**src/rtl/rhythm_judge_engine_pkg.sv**
```systemverilog
// rhythm_judge_engine_pkg
//   Shared judgment codes and default parameter values for the rhythm
//   judge engine and its per-lane judge.
package rhythm_judge_engine_pkg;

    typedef enum logic [1:0] {
        JUDGE_NONE    = 2'b00,
        JUDGE_PERFECT = 2'b01,
        JUDGE_GOOD    = 2'b10,
        JUDGE_MISS    = 2'b11
    } judge_e;

    localparam int DEF_LANES       = 4;
    localparam int DEF_TIME_W      = 10;
    localparam int DEF_DEPTH       = 4;
    localparam int DEF_PERFECT_WIN = 2;
    localparam int DEF_GOOD_WIN    = 5;
    localparam int DEF_PERFECT_PTS = 3;
    localparam int DEF_GOOD_PTS    = 1;
    localparam int DEF_SCORE_W     = 11;
    localparam int DEF_COMBO_W     = 10;

endpackage

```
**src/rtl/rhythm_judge_engine_lane_judge.sv**
```systemverilog
// rhythm_judge_engine_lane_judge
//   One lane of the judge: a DEPTH-entry circular queue of pending note
//   times and the head-versus-now judgment that decides whether the head
//   note is popped as PERFECT, GOOD or MISS this cycle.
// Ports
//   clock, reset_n, clear  clock, sync active-low reset, sync restart
//   now                    current game time
//   push_i, push_time_i    enqueue request for this lane
//   key_evt_i              press event (rising key edge) for this lane
//   pop_kind_o             judgment made this cycle (combinational)
//   full_o                 queue holds DEPTH notes
//   push_drop_o            push rejected because the queue was full
module rhythm_judge_engine_lane_judge
    import rhythm_judge_engine_pkg::*;
#(
    parameter int TIME_W      = DEF_TIME_W,
    parameter int DEPTH       = DEF_DEPTH,
    parameter int PERFECT_WIN = DEF_PERFECT_WIN,
    parameter int GOOD_WIN    = DEF_GOOD_WIN
) (
    input  logic              clock,
    input  logic              reset_n,
    input  logic              clear,
    input  logic [TIME_W-1:0] now,
    input  logic              push_i,
    input  logic [TIME_W-1:0] push_time_i,
    input  logic              key_evt_i,
    output judge_e            pop_kind_o,
    output logic              full_o,
    output logic              push_drop_o
);

    localparam int PTR_W = $clog2(DEPTH);
    localparam logic [PTR_W:0] DEPTH_C = (PTR_W+1)'(DEPTH);
    localparam logic signed [TIME_W:0] PERF_POS = (TIME_W+1)'(PERFECT_WIN);
    localparam logic signed [TIME_W:0] PERF_NEG = -PERF_POS;
    localparam logic signed [TIME_W:0] GOOD_POS = (TIME_W+1)'(GOOD_WIN);
    localparam logic signed [TIME_W:0] GOOD_NEG = -GOOD_POS;

    logic [TIME_W-1:0]      mem_q [DEPTH];
    logic [PTR_W-1:0]       rd_ptr_q;
    logic [PTR_W-1:0]       wr_ptr_q;
    logic [PTR_W:0]         count_q;
    logic signed [TIME_W:0] diff;
    logic                   pop;
    logic                   push_ok;

    // Zero-extend both operands so the difference is a true signed distance.
    always_comb begin
        diff       = $signed({1'b0, now}) - $signed({1'b0, mem_q[rd_ptr_q]});
        pop_kind_o = JUDGE_NONE;
        if (count_q != '0) begin
            if (diff > GOOD_POS) begin
                pop_kind_o = JUDGE_MISS;
            end else if (key_evt_i && diff >= PERF_NEG && diff <= PERF_POS) begin
                pop_kind_o = JUDGE_PERFECT;
            end else if (key_evt_i && diff >= GOOD_NEG) begin
                pop_kind_o = JUDGE_GOOD;
            end
        end
    end

    assign pop         = (pop_kind_o != JUDGE_NONE);
    assign full_o      = (count_q == DEPTH_C);
    // A pop in the same cycle frees the slot, so a full lane still accepts.
    assign push_ok     = push_i && (!full_o || pop);
    assign push_drop_o = push_i && full_o && !pop;

    always_ff @(posedge clock) begin
        if (!reset_n || clear) begin
            rd_ptr_q <= '0;
            wr_ptr_q <= '0;
            count_q  <= '0;
        end else begin
            if (push_ok) begin
                mem_q[wr_ptr_q] <= push_time_i;
                wr_ptr_q        <= wr_ptr_q + 1'b1;
            end
            if (pop) begin
                rd_ptr_q <= rd_ptr_q + 1'b1;
            end
            case ({push_ok, pop})
                2'b10:   count_q <= count_q + 1'b1;
                2'b01:   count_q <= count_q - 1'b1;
                default: count_q <= count_q;
            endcase
        end
    end

endmodule

```
**src/rtl/rhythm_judge_engine.sv**
```systemverilog
// rhythm_judge_engine
//   Multi-lane rhythm judge: routes timestamped notes into per-lane queues,
//   turns key levels into press events, and accumulates score, combo and
//   max combo from the per-lane judgments. All outputs except lane_full
//   are registered; lane_full reflects the lane queue state directly.
// Ports
//   clock, reset_n, clear          clock, sync active-low reset, sync restart
//   now                            current game time
//   note_valid/note_lane/note_time note push
//   keys                           synchronised key levels
//   judge_valid, judge_kind        per-lane judgment pulse and 2-bit code
//   score, combo, max_combo        saturating game counters
//   lane_full, overflow            queue full flags, sticky drop flag
module rhythm_judge_engine
    import rhythm_judge_engine_pkg::*;
#(
    parameter int LANES       = DEF_LANES,
    parameter int TIME_W      = DEF_TIME_W,
    parameter int DEPTH       = DEF_DEPTH,
    parameter int PERFECT_WIN = DEF_PERFECT_WIN,
    parameter int GOOD_WIN    = DEF_GOOD_WIN,
    parameter int PERFECT_PTS = DEF_PERFECT_PTS,
    parameter int GOOD_PTS    = DEF_GOOD_PTS,
    parameter int SCORE_W     = DEF_SCORE_W,
    parameter int COMBO_W     = DEF_COMBO_W
) (
    input  logic                     clock,
    input  logic                     reset_n,
    input  logic                     clear,
    input  logic [TIME_W-1:0]        now,
    input  logic                     note_valid,
    input  logic [$clog2(LANES)-1:0] note_lane,
    input  logic [TIME_W-1:0]        note_time,
    input  logic [LANES-1:0]         keys,
    output logic [LANES-1:0]         judge_valid,
    output logic [2*LANES-1:0]       judge_kind,
    output logic [SCORE_W-1:0]       score,
    output logic [COMBO_W-1:0]       combo,
    output logic [COMBO_W-1:0]       max_combo,
    output logic [LANES-1:0]         lane_full,
    output logic                     overflow
);

    localparam int LANE_W = $clog2(LANES);
    localparam int CNT_W  = $clog2(LANES + 1);

    logic [LANES-1:0]   keys_q;
    logic [LANES-1:0]   key_evt;
    logic [LANES-1:0]   lane_push;
    logic [LANES-1:0]   lane_drop;
    judge_e             lane_kind [LANES];

    logic [LANES-1:0]   judge_valid_q, judge_valid_d;
    logic [2*LANES-1:0] judge_kind_q, judge_kind_d;
    logic [SCORE_W-1:0] score_q, score_d;
    logic [COMBO_W-1:0] combo_q, combo_d;
    logic [COMBO_W-1:0] max_combo_q, max_combo_d;
    logic               overflow_q, overflow_d;

    logic [CNT_W-1:0]   n_perf;
    logic [CNT_W-1:0]   n_good;
    logic [CNT_W:0]     n_hits;
    logic               any_miss;
    logic [SCORE_W:0]   score_sum;
    logic [COMBO_W:0]   combo_sum;

    assign key_evt = keys & ~keys_q;

    for (genvar g = 0; g < LANES; g++) begin : g_lane
        assign lane_push[g] = note_valid && (note_lane == LANE_W'(g));

        rhythm_judge_engine_lane_judge #(
            .TIME_W      (TIME_W),
            .DEPTH       (DEPTH),
            .PERFECT_WIN (PERFECT_WIN),
            .GOOD_WIN    (GOOD_WIN)
        ) u_lane_judge (
            .clock       (clock),
            .reset_n     (reset_n),
            .clear       (clear),
            .now         (now),
            .push_i      (lane_push[g]),
            .push_time_i (note_time),
            .key_evt_i   (key_evt[g]),
            .pop_kind_o  (lane_kind[g]),
            .full_o      (lane_full[g]),
            .push_drop_o (lane_drop[g])
        );
    end

    always_comb begin
        n_perf        = '0;
        n_good        = '0;
        any_miss      = 1'b0;
        judge_valid_d = '0;
        judge_kind_d  = '0;
        for (int i = 0; i < LANES; i++) begin
            judge_kind_d[2*i +: 2] = lane_kind[i];
            judge_valid_d[i]       = (lane_kind[i] != JUDGE_NONE);
            if (lane_kind[i] == JUDGE_PERFECT) n_perf = n_perf + CNT_W'(1);
            if (lane_kind[i] == JUDGE_GOOD)    n_good = n_good + CNT_W'(1);
            if (lane_kind[i] == JUDGE_MISS)    any_miss = 1'b1;
        end
        n_hits = {1'b0, n_perf} + {1'b0, n_good};

        // One spare bit on the sums catches the carry used for clamping.
        score_sum = {1'b0, score_q}
                  + (SCORE_W+1)'(PERFECT_PTS) * (SCORE_W+1)'(n_perf)
                  + (SCORE_W+1)'(GOOD_PTS) * (SCORE_W+1)'(n_good);
        score_d   = score_sum[SCORE_W] ? '1 : score_sum[SCORE_W-1:0];

        combo_sum = {1'b0, combo_q} + (COMBO_W+1)'(n_hits);
        if (any_miss) begin
            combo_d = '0;
        end else begin
            combo_d = combo_sum[COMBO_W] ? '1 : combo_sum[COMBO_W-1:0];
        end
        max_combo_d = (combo_d > max_combo_q) ? combo_d : max_combo_q;
        overflow_d  = overflow_q | (|lane_drop);
    end

    always_ff @(posedge clock) begin
        if (!reset_n || clear) begin
            keys_q        <= '0;
            judge_valid_q <= '0;
            judge_kind_q  <= '0;
            score_q       <= '0;
            combo_q       <= '0;
            max_combo_q   <= '0;
            overflow_q    <= 1'b0;
        end else begin
            keys_q        <= keys;
            judge_valid_q <= judge_valid_d;
            judge_kind_q  <= judge_kind_d;
            score_q       <= score_d;
            combo_q       <= combo_d;
            max_combo_q   <= max_combo_d;
            overflow_q    <= overflow_d;
        end
    end

    assign judge_valid = judge_valid_q;
    assign judge_kind  = judge_kind_q;
    assign score       = score_q;
    assign combo       = combo_q;
    assign max_combo   = max_combo_q;
    assign overflow    = overflow_q;

endmodule
```
**config.mk**
```make
export PLATFORM = sky130hd
export DESIGN_NAME = rhythm_judge_engine
export DESIGN_NICKNAME = d
export VERILOG_FILES = /design/src/rtl/rhythm_judge_engine_pkg.sv /design/src/rtl/rhythm_judge_engine_lane_judge.sv /design/src/rtl/rhythm_judge_engine.sv
export SDC_FILE = /design/constraint.sdc
export NUM_CORES = 1
export LEC_CHECK = 0
export CORE_UTILIZATION = 27
export CTS_CLUSTER_DIAMETER = 30
export DETAILED_ROUTE_END_ITERATION = 7
export PLACE_DENSITY = 0.39
export SYNTH_ARGS = -nofsm -noshare
export SYNTH_HDL_FRONTEND = slang
export SYNTH_SLANG_ARGS = --single-unit
```
**constraint.sdc**
```tcl
create_clock -name clock -period 25.1 [get_ports clock]
set_clock_uncertainty 0.15 [all_clocks]
set_input_delay 3.765 -clock clock [delete_from_list [all_inputs] [get_ports clock]]
set_output_delay 3.765 -clock clock [all_outputs]
set_load 0.05 [all_outputs]
```
==> impl_metrics.toml, run 1 <==
[die]
start_util_pct = 27.6
core_area_sq_mm = 0.0481
die_x_microns = 224
ios = 78
die_h_microns = 224
die-area_sq_mm = 0.0501
rows = 80

[cts]
tritoncts = "done"
post-cts-setup-buffers = 0
clockBufferDepth = 3
clk_latency_ns = 0.59
h-tree-depth = 3
clock_sinks = 244
clk_pin_slew_ns = 0.04
cts_made_buffers = 70
cts_resized = 0
postCtsHoldBufs = 0
root_buffer = "clkbuf_16"

[setup_path]
cp.required_ns = 25.44
slowest_stage = "clkdlybuf4s50_1"
worst-path-max-fanout = 10
crit_path_max_incr_delay_ns = 0.73
end_kind = "flip-flop"
crit_type = "in -> reg"
crit_path_frequent_cell = "nor2_1"
cp_data_arrival_time_ns = 12.52
worst_setup_path_start_kind = "primary input"

[yosys]
synth_top_area_share_pct = 36.2
yosysTopAreaCell = "edfxtp_1"
synth_xor_area_share_pct = 3.56
synthTopCellsByArea = "edfxtp_1, dfxtp_1, ha_1, mux4_2, inv_1"
synth-edff-count = 160
synth_top_family_by_area = "simple AND/OR/NAND/NOR gates"
synthesis.area_sq_mm = 0.0133
yosys_register_bits = 244
syn_area_per_cell_sq_um = 11.4
ys_seq_area_share_pct = 48.8
synth-simple-area-share_pct = 13.0
synth_compound_area_share_pct = 11.5
synth_nets = 1302
synthDistinctLibCells = 79
yosys_warnings = 0
synth_mux_area_share_pct = 7.70
synthAdderAreaFrac_pct = 11.0
ys.flop_type = "edfxtp_1"
synth_cells = 1165
async_flop_share_pct = 0

[layout]
area_growth_pct = 29.4
final_common_cell = "edfxtp_1"
drive_above_1_share_pct = 13.3
layout_common_cells = "edfxtp_1, inv_1, nor2_1"
layout.nets = 1423

[global_routing]
groute.usage.overall_pct = 15.0
grt_pass1_wl_microns = 55800
grt_pass1_vias = 9545
overflow = 0
antenna_found_initial = 1
grt_start_max_net_pins = 50

[timing]
slew_violations = 0
fin_crit_sh_pct = 48.5
period_minus_slack_ns = 12.18
slew_headroom_pct = 41.2
timing.fmax_mhz = 82.1
rsz0062_at_grt = "no"
worst_pin_slew_ns = 0.879
setup_viol = 0
hold_viol = 0
fin_ws_ns = 12.92
tns_ns = 0

[power_and_ir_drop]
power_leakage_nw = 6.50
p_per_area_mw_per_mm2 = 82.1
vdd_drop_max_mv = 0.0494
total_power_mw = 1.41

[detailed_routing]
drtPass1Iterations = 5
postRouteWirelength_microns = 36500
via_per_inst = 4.66
routedWlPerCell_microns = 18.2
final_antenna_net_count = 0
drc = 0
num_vias = 9307
drtIter0Drc = 484

[outcome]
outcome = "finished, final reports clean"

[placement]
place_hpwl_microns = 26500
post-place-ws_ns = 12.40
portBuffers = 77
routabilityCongestion = 0.781

[run]
maxCapViolCount = 0

[min_path]
hold_class = "reg -> reg"
[cells in the mapped netlist (7+ instances only)]
| cell | number |
|---|---|
| edfxtp_1 | 160 |
| inv_1 | 117 |
| nor2_1 | 98 |
| ha_1 | 90 |
| dfxtp_1 | 84 |
| nand2_1 | 60 |
| a21oi_1 | 53 |
| mux4_2 | 40 |
| o21ai_0 | 35 |
| nand3_1 | 29 |
| xor2_1 | 28 |
| xnor2_1 | 26 |
| a21o_1 | 24 |
| and3_1 | 24 |
| nor3_1 | 22 |
| clkbuf_1 | 20 |
| fa_1 | 17 |
| nor2b_1 | 16 |
| and2_1 | 15 |
| nand2b_1 | 15 |
| nand4_1 | 13 |
| or3_1 | 11 |
| a211oi_1 | 10 |
| mux2i_1 | 10 |
| nor4_1 | 10 |
| o211ai_1 | 9 |
| or2_2 | 7 |
[cell families (layout without fill, tap and decap cells)]
| logic type | count (synthesis) | in the layout |
|---|---|---|
| simple gates | 343 | 343 |
| flops | 244 | 244 |
| compound gates | 218 | 218 |
| buf+inv | 147 | 323 |
| fa+ha+maj | 107 | 107 |
| xor+xnor | 54 | 54 |
| mux | 52 | 52 |
| other cells | 0 | 1 |
[state kept, by name, summed over array words and instances, names as in the netlist, named ones only]
| register | cells |
|---|---|
| combo | 10 |
| g_lane.u_lane_judge.count_q | 12 |
| g_lane.u_lane_judge.mem_q | 160 |
| g_lane.u_lane_judge.rd_ptr_q | 8 |
| g_lane.u_lane_judge.wr_ptr_q | 8 |
| judge_kind | 8 |
| judge_valid | 4 |
| keys_q | 4 |
| max_combo | 10 |
| overflow | 1 |
| score | 11 |
[final cells by class]
type,instances,area (sq um)
Sequential cell,244,6490
Clock buffer,92,1970
Clock inverter,35,467
Antenna cell,1,2.50
Tap cell,656,821
Fill cell,4719,30900
Timing Repair Buffer,79,786
Multi-Input combinational cell,774,6230
Inverter,117,439
[through the flow]
stage	utilization (%)	cell area (sq um)	hold slack [ns]	instances
3_3_place_gp	30.7	14800	0.321	1870
6_report	35.7	17200	0.326	1998
4_1_cts	35.7	17200	0.338	1997
5_1_grt	35.7	17200	0.347	1997
3_5_place_dp	30.7	14800	0.331	1870
2_1_floorplan	-	13300	0.310	1165
[per-layer routing]
layer,part of all wire (%),vias up,global-route usage (%)
met2,46,160,23.9
li1,-,4546,-
met1,49,4553,19.7
met5,0,-,0
met3,3.4,48,3.52
met4,1.8,0,5.37
[critical path: cells and delay by family]
kind,cells,cell delay (ns)
adder cells (fa/ha/maj),6,2.19
AO/OA/AOI/OAI,13,2.71
buffers and inverters,2,0.80
AND/OR/NAND/NOR,11,2.61
XOR/XNOR,2,0.44
[power breakdown]
group	total (mW)	internal, mW	leakage, nW	switching, mW
sequential	0.433	0.432	2.12	0.00140
clock	0.894	0.639	1.18	0.255
combinational	0.0845	0.0304	3.20	0.0541
[final timing paths]
check / from / end / slack (ns) / depth (start not counted)
worst max-delay path: now[1] / max_combo[0]$_SDFFE_PP0N_ / 12.92 / 34
worst min-delay path: max_combo[6]$_SDFFE_PP0N_ / max_combo[6]$_SDFFE_PP0N_ / 0.33 / 2
worst max register to register: flip-flop / max_combo[0]$_SDFFE_PP0N_ / 15.53 / 35
worst min register to register: max_combo[6]$_SDFFE_PP0N_ / max_combo[6]$_SDFFE_PP0N_ / 0.33 / 2
Note: power is estimated with default switching activity, not from simulation.
==> run 2, diff against run 1 <==
--- a/config.mk
+++ b/config.mk
@@ -8,7 +8,7 @@
 export CORE_UTILIZATION = 27
 export CTS_CLUSTER_DIAMETER = 30
 export DETAILED_ROUTE_END_ITERATION = 7
-export PLACE_DENSITY = 0.39
+export PLACE_DENSITY = 0.41
 export SYNTH_ARGS = -nofsm -noshare
 export SYNTH_HDL_FRONTEND = slang
 export SYNTH_SLANG_ARGS = --single-unit
==> constraint.sdc (replaced) <==
create_clock -name clock -period 10.55 [get_ports clock]
set_clock_uncertainty 0.15 [all_clocks]
set_input_delay 1.5825 -clock clock [delete_from_list [all_inputs] [get_ports clock]]
set_output_delay 1.5825 -clock clock [all_outputs]
set_load 0.05 [all_outputs]
==> run 2 against run 1 <==
  * Sequential share of layout area is 0.096 points higher
  * First-iteration DRC count is 5.6% higher
  * Combinational power is 140% higher
==> impl_metrics.toml, run 2 (same netlist as run 1, synthesis figures left out) <==
[layout]
drive_above_1_share_pct = 14.0
top_register = "g_lane.u_lane_judge.mem_q"
layout_common_cells = "edfxtp_1, inv_1, nor2_1"
fin_area_sq_mm = 0.0172
area_growth_pct = 29.1
layout.nets = 1429
largest_reg_flops = 160
final_common_cell = "edfxtp_1"
diodes = 0

[cts]
clock_sinks = 244
clk_latency_ns = 0.58
tritoncts = "done"
cts_resized = 0
clk_pin_slew_ns = 0.04
clockBufferDepth = 3
h-tree-depth = 3
post-cts-setup-buffers = 0
root_buffer = "clkbuf_16"
cts_made_buffers = 68
postCtsHoldBufs = 0

[setup_path]
end_kind = "flip-flop"
crit_path_frequent_cell = "ha_1"
reg2reg_depth = 34
worst-path-max-fanout = 10
cp.required_ns = 10.82
crit_type = "in -> reg"
worst_setup_path_start_kind = "primary input"
slowest_stage = "a2111oi_0"
critPathLaunch = "now[0]"
timing.rr.end = "max_combo[6]$_SDFFE_PP0N_"
cp_data_arrival_time_ns = 9.99
crit_path_max_incr_delay_ns = 0.48
r2r_slack_ns = 1.25

[die]
die_x_microns = 224
ios = 78
core_area_sq_mm = 0.0481
start_util_pct = 27.6
die-area_sq_mm = 0.0501
rows = 80
die_h_microns = 224

[timing]
hold_viol = 0
worst_pin_slew_ns = 0.826
rsz0062_at_grt = "no"
setup_viol = 0
slew_headroom_pct = 44.7
timing.fmax_mhz = 103
fin_crit_sh_pct = 92.2
period_minus_slack_ns = 9.72
tns_ns = 0
slew_violations = 0

[detailed_routing]
drc = 0
drtPass1Iterations = 5
postRouteWirelength_microns = 35900
num_vias = 9393
final_antenna_net_count = 0
via_per_inst = 4.70
drtIter0Drc = 511
routedWlPerCell_microns = 17.9

[min_path]
min_from = "max_combo[9]$_SDFFE_PP0N_"
holdPathEnd = "max_combo[9]$_SDFFE_PP0N_"
hold_class = "reg -> reg"
hold_depth = 2

[power_and_ir_drop]
p_per_area_mw_per_mm2 = 192
vdd_drop_max_mv = 0.0929
power_leakage_nw = 6.48

[global_routing]
antenna_found_initial = 0
overflow = 0
grt_pass1_wl_microns = 55600
grt_pass1_vias = 9745
groute.usage.overall_pct = 14.7
grt_start_max_net_pins = 50

[placement]
place_hpwl_microns = 25600
routabilityCongestion = 0.834
portBuffers = 77
postPlaceCellArea_sq_mm = 0.0148

[outcome]
outcome = "finished, final reports clean"

[run]
maxCapViolCount = 0
[run 2: routing by layer]
metal / up-vias / track usage, % / share of wire (%)
met5: - / 0 / 0
met4: 0 / 7.29 / 3.8
met3: 85 / 4.04 / 4.9
met2: 217 / 23.0 / 45
met1: 4533 / 18.8 / 46
li1: 4558 / - / -
[run 2: power breakdown]
| part | internal [mW] | total [mW] | switching, mW |
|---|---|---|---|
| Sequential | 1.03 | 1.03 | 0.00332 |
| Clock | 1.46 | 2.07 | 0.605 |
| Combinational | 0.0738 | 0.202 | 0.129 |
[run 2: metrics by stage]
stage | power [mW] | std cells | setup slack [ns] | hold WS, ns | utilization [%]
detailed placement | 1.25 | 1878 | 0.269 | 0.325 | 30.8
global route | 3.42 | 2000 | 0.0175 | 0.353 | 35.6
finish | 3.30 | 2000 | 0.828 | 0.331 | 35.6
global placement | 1.25 | 1878 | 0.514 | 0.314 | 30.8
CTS | 3.35 | 2000 | 0.830 | 0.334 | 35.6
floorplan | 1.17 | 1165 | 1.80 | 0.310 | -
[run 2: worst max-delay path by stage]
stage,endpoint,slack (ns),cells past startpoint
floorplan,max_combo[9]$_SDFFE_PP0N_,1.80,36
global placement,max_combo[9]$_SDFFE_PP0N_,0.51,36
detailed placement,max_combo[8]$_SDFFE_PP0N_,0.27,36
CTS,max_combo[8]$_SDFFE_PP0N_,0.83,36
global route,max_combo[4]$_SDFFE_PP0N_,0.02,36
finish,max_combo[6]$_SDFFE_PP0N_,0.83,36
[run 2: critical path: cells and delay by family]
| kind | cells | cell delay (ns) |
|---|---|---|
| simple gates | 10 | 2.32 |
| buf+inv | 4 | 0.73 |
| compound gates | 13 | 2.84 |
| xor+xnor | 2 | 0.58 |
| fa+ha+maj | 7 | 1.92 |
[run 2: cell type report]
cell class	instances	area [sq um]
Fill cell	4768	31000
Timing Repair Buffer	87	846
Clock inverter	44	522
Tap cell	656	821
Inverter	117	439
Sequential cell	244	6490
Multi-Input combinational cell	774	6230
Clock buffer	78	1810
==> run 3, diff against run 2 <==
--- a/config.mk
+++ b/config.mk
@@ -9,6 +9,7 @@
 export CTS_CLUSTER_DIAMETER = 30
 export DETAILED_ROUTE_END_ITERATION = 7
 export PLACE_DENSITY = 0.41
+export RECOVER_POWER = 25
 export SYNTH_ARGS = -nofsm -noshare
 export SYNTH_HDL_FRONTEND = slang
 export SYNTH_SLANG_ARGS = --single-unit
==> constraint.sdc (replaced) <==
create_clock -name clock -period 8.8 [get_ports clock]
set_clock_uncertainty 0.15 [all_clocks]
set_input_delay 1.32 -clock clock [delete_from_list [all_inputs] [get_ports clock]]
set_output_delay 1.32 -clock clock [all_outputs]
set_load 0.05 [all_outputs]
==> run 3 against run 2 <==
  * The run now ends with capacitance limit, slew limit left
  * Die area is the same
  * First-iteration DRC count grew 5.3%
  * Final area grew 6.9%
==> impl_metrics.toml, run 3 (same netlist as run 1, synthesis figures left out) <==
[setup_path]
worst-path-max-fanout = 6
slowest_stage = "or4_1"
worst_setup_path_start_kind = "primary input"
end_kind = "flip-flop"
crit_type = "in -> reg"
cp_data_arrival_time_ns = 8.70
crit_path_max_incr_delay_ns = 0.54
cp.required_ns = 9.16

[global_routing]
grt_pass1_vias = 10073
overflow = 0
grt_pass1_wl_microns = 57600
grt_start_max_net_pins = 50
groute.usage.overall_pct = 15.2
antenna_found_initial = 0

[die]
die_h_microns = 224
rows = 80
start_util_pct = 27.6
die_x_microns = 224
core_area_sq_mm = 0.0481
die-area_sq_mm = 0.0501
ios = 78

[placement]
post-place-ws_ns = -0.556
routabilityCongestion = 0.814
portBuffers = 77
place_hpwl_microns = 27300

[timing]
period_minus_slack_ns = 8.34
hold_viol = 0
timing.fmax_mhz = 120
slew_violations = 32
fin_ws_ns = 0.458
setup_viol = 0
fin_crit_sh_pct = 94.8
slew_headroom_pct = -11.4
worst_pin_slew_ns = 1.67

[cts]
clk_pin_slew_ns = 0.04
cts_made_buffers = 66
h-tree-depth = 3
tritoncts = "done"
clk_latency_ns = 0.58
clockBufferDepth = 3
postCtsHoldBufs = 0
root_buffer = "clkbuf_16"
clock_sinks = 244

[layout]
final_common_cell = "edfxtp_1"
largest_reg_flops = 160
drive_above_1_share_pct = 24.2
layout.nets = 1565
area_growth_pct = 38.0
post-route-util_pct = 38.1
top_register = "g_lane.u_lane_judge.mem_q"
layout_common_cells = "edfxtp_1, buf_4, inv_1"

[power_and_ir_drop]
p_per_area_mw_per_mm2 = 216
vdd_drop_max_mv = 0.118
power_leakage_nw = 7.17

[run]
maxCapViolCount = 1

[outcome]
outcome = "complete, but fails checks"
violations = "capacitance limit, slew limit"

[detailed_routing]
postRouteWirelength_microns = 37200
drtIter0Drc = 538
via_per_inst = 4.58
drc = 0
final_antenna_net_count = 0
routedWlPerCell_microns = 17.4
num_vias = 9802
drtPass1Iterations = 4

[min_path]
hold_class = "reg -> reg"
run 3: power breakdown:
| group | switching [mW] | internal [mW] |
|---|---|---|
| clock | 0.727 | 1.70 |
| combinational | 0.168 | 0.125 |
| sequential | 0.00313 | 1.23 |
run 3: repair_timing:
item                       in CTS  in global routing
buffers inserted                0                  5
gates resized for setup         0                 48
setup endpoints to repair       0                 10
run 3: final timing paths:
path                                  start                        end  slack (ns)  cells past startpoint
setup / recovery                     now[1]  max_combo[0]$_SDFFE_PP0N_        0.46                     37
hold / removal    max_combo[4]$_SDFFE_PP0N_  max_combo[4]$_SDFFE_PP0N_        0.33                      2
setup reg to reg                  flip-flop  max_combo[0]$_SDFFE_PP0N_        0.71                     38
hold reg to reg   max_combo[4]$_SDFFE_PP0N_  max_combo[4]$_SDFFE_PP0N_        0.33                      2
run 3: routing by layer:
metal,vias up,global-route usage (%),part of all wire (%)
li1,4834,-,-
met3,59,3.50,4.0
met4,0,5.70,2.3
met5,-,0,0
met2,187,24.6,47
met1,4722,19.7,47
run 3: layout make-up:
| cell class | count | area [sq um] |
|---|---|---|
| inverter | 117 | 439 |
| tap | 656 | 821 |
| clock buffer | 83 | 1830 |
| sequential | 244 | 6490 |
| fill | 4676 | 29800 |
| multi-input combinational | 774 | 6420 |
| clock inverter | 38 | 452 |
| timing repair buffer | 225 | 1890 |
| antenna | 2 | 5.00 |
run 3: critical path, delay by kind of cell:
kind	cells	cell delay, ns
AOI/OAI and AO/OA	11	2.14
xor gates and xnor gates	2	0.39
adders and majority gates	6	1.85
buffers and inverters	7	1.37
and+or+nand+nor	11	1.61
run 3: stage by stage:
| step | TNS [ns] | total power, mW | hold WS, ns | cells | cell area, sq um |
|---|---|---|---|---|---|
| floorplan | 0 | 1.41 | 0.310 | 1165 | 13300 |
| global placement | -4.81 | 1.54 | 0.332 | 2010 | 15800 |
| detailed placement | -5.45 | 1.54 | 0.331 | 2010 | 15800 |
| CTS | 0 | 4.00 | 0.339 | 2131 | 18100 |
| global route | -0.225 | 4.10 | 0.371 | 2137 | 18300 |
| finish | 0 | 3.96 | 0.335 | 2139 | 18300 |
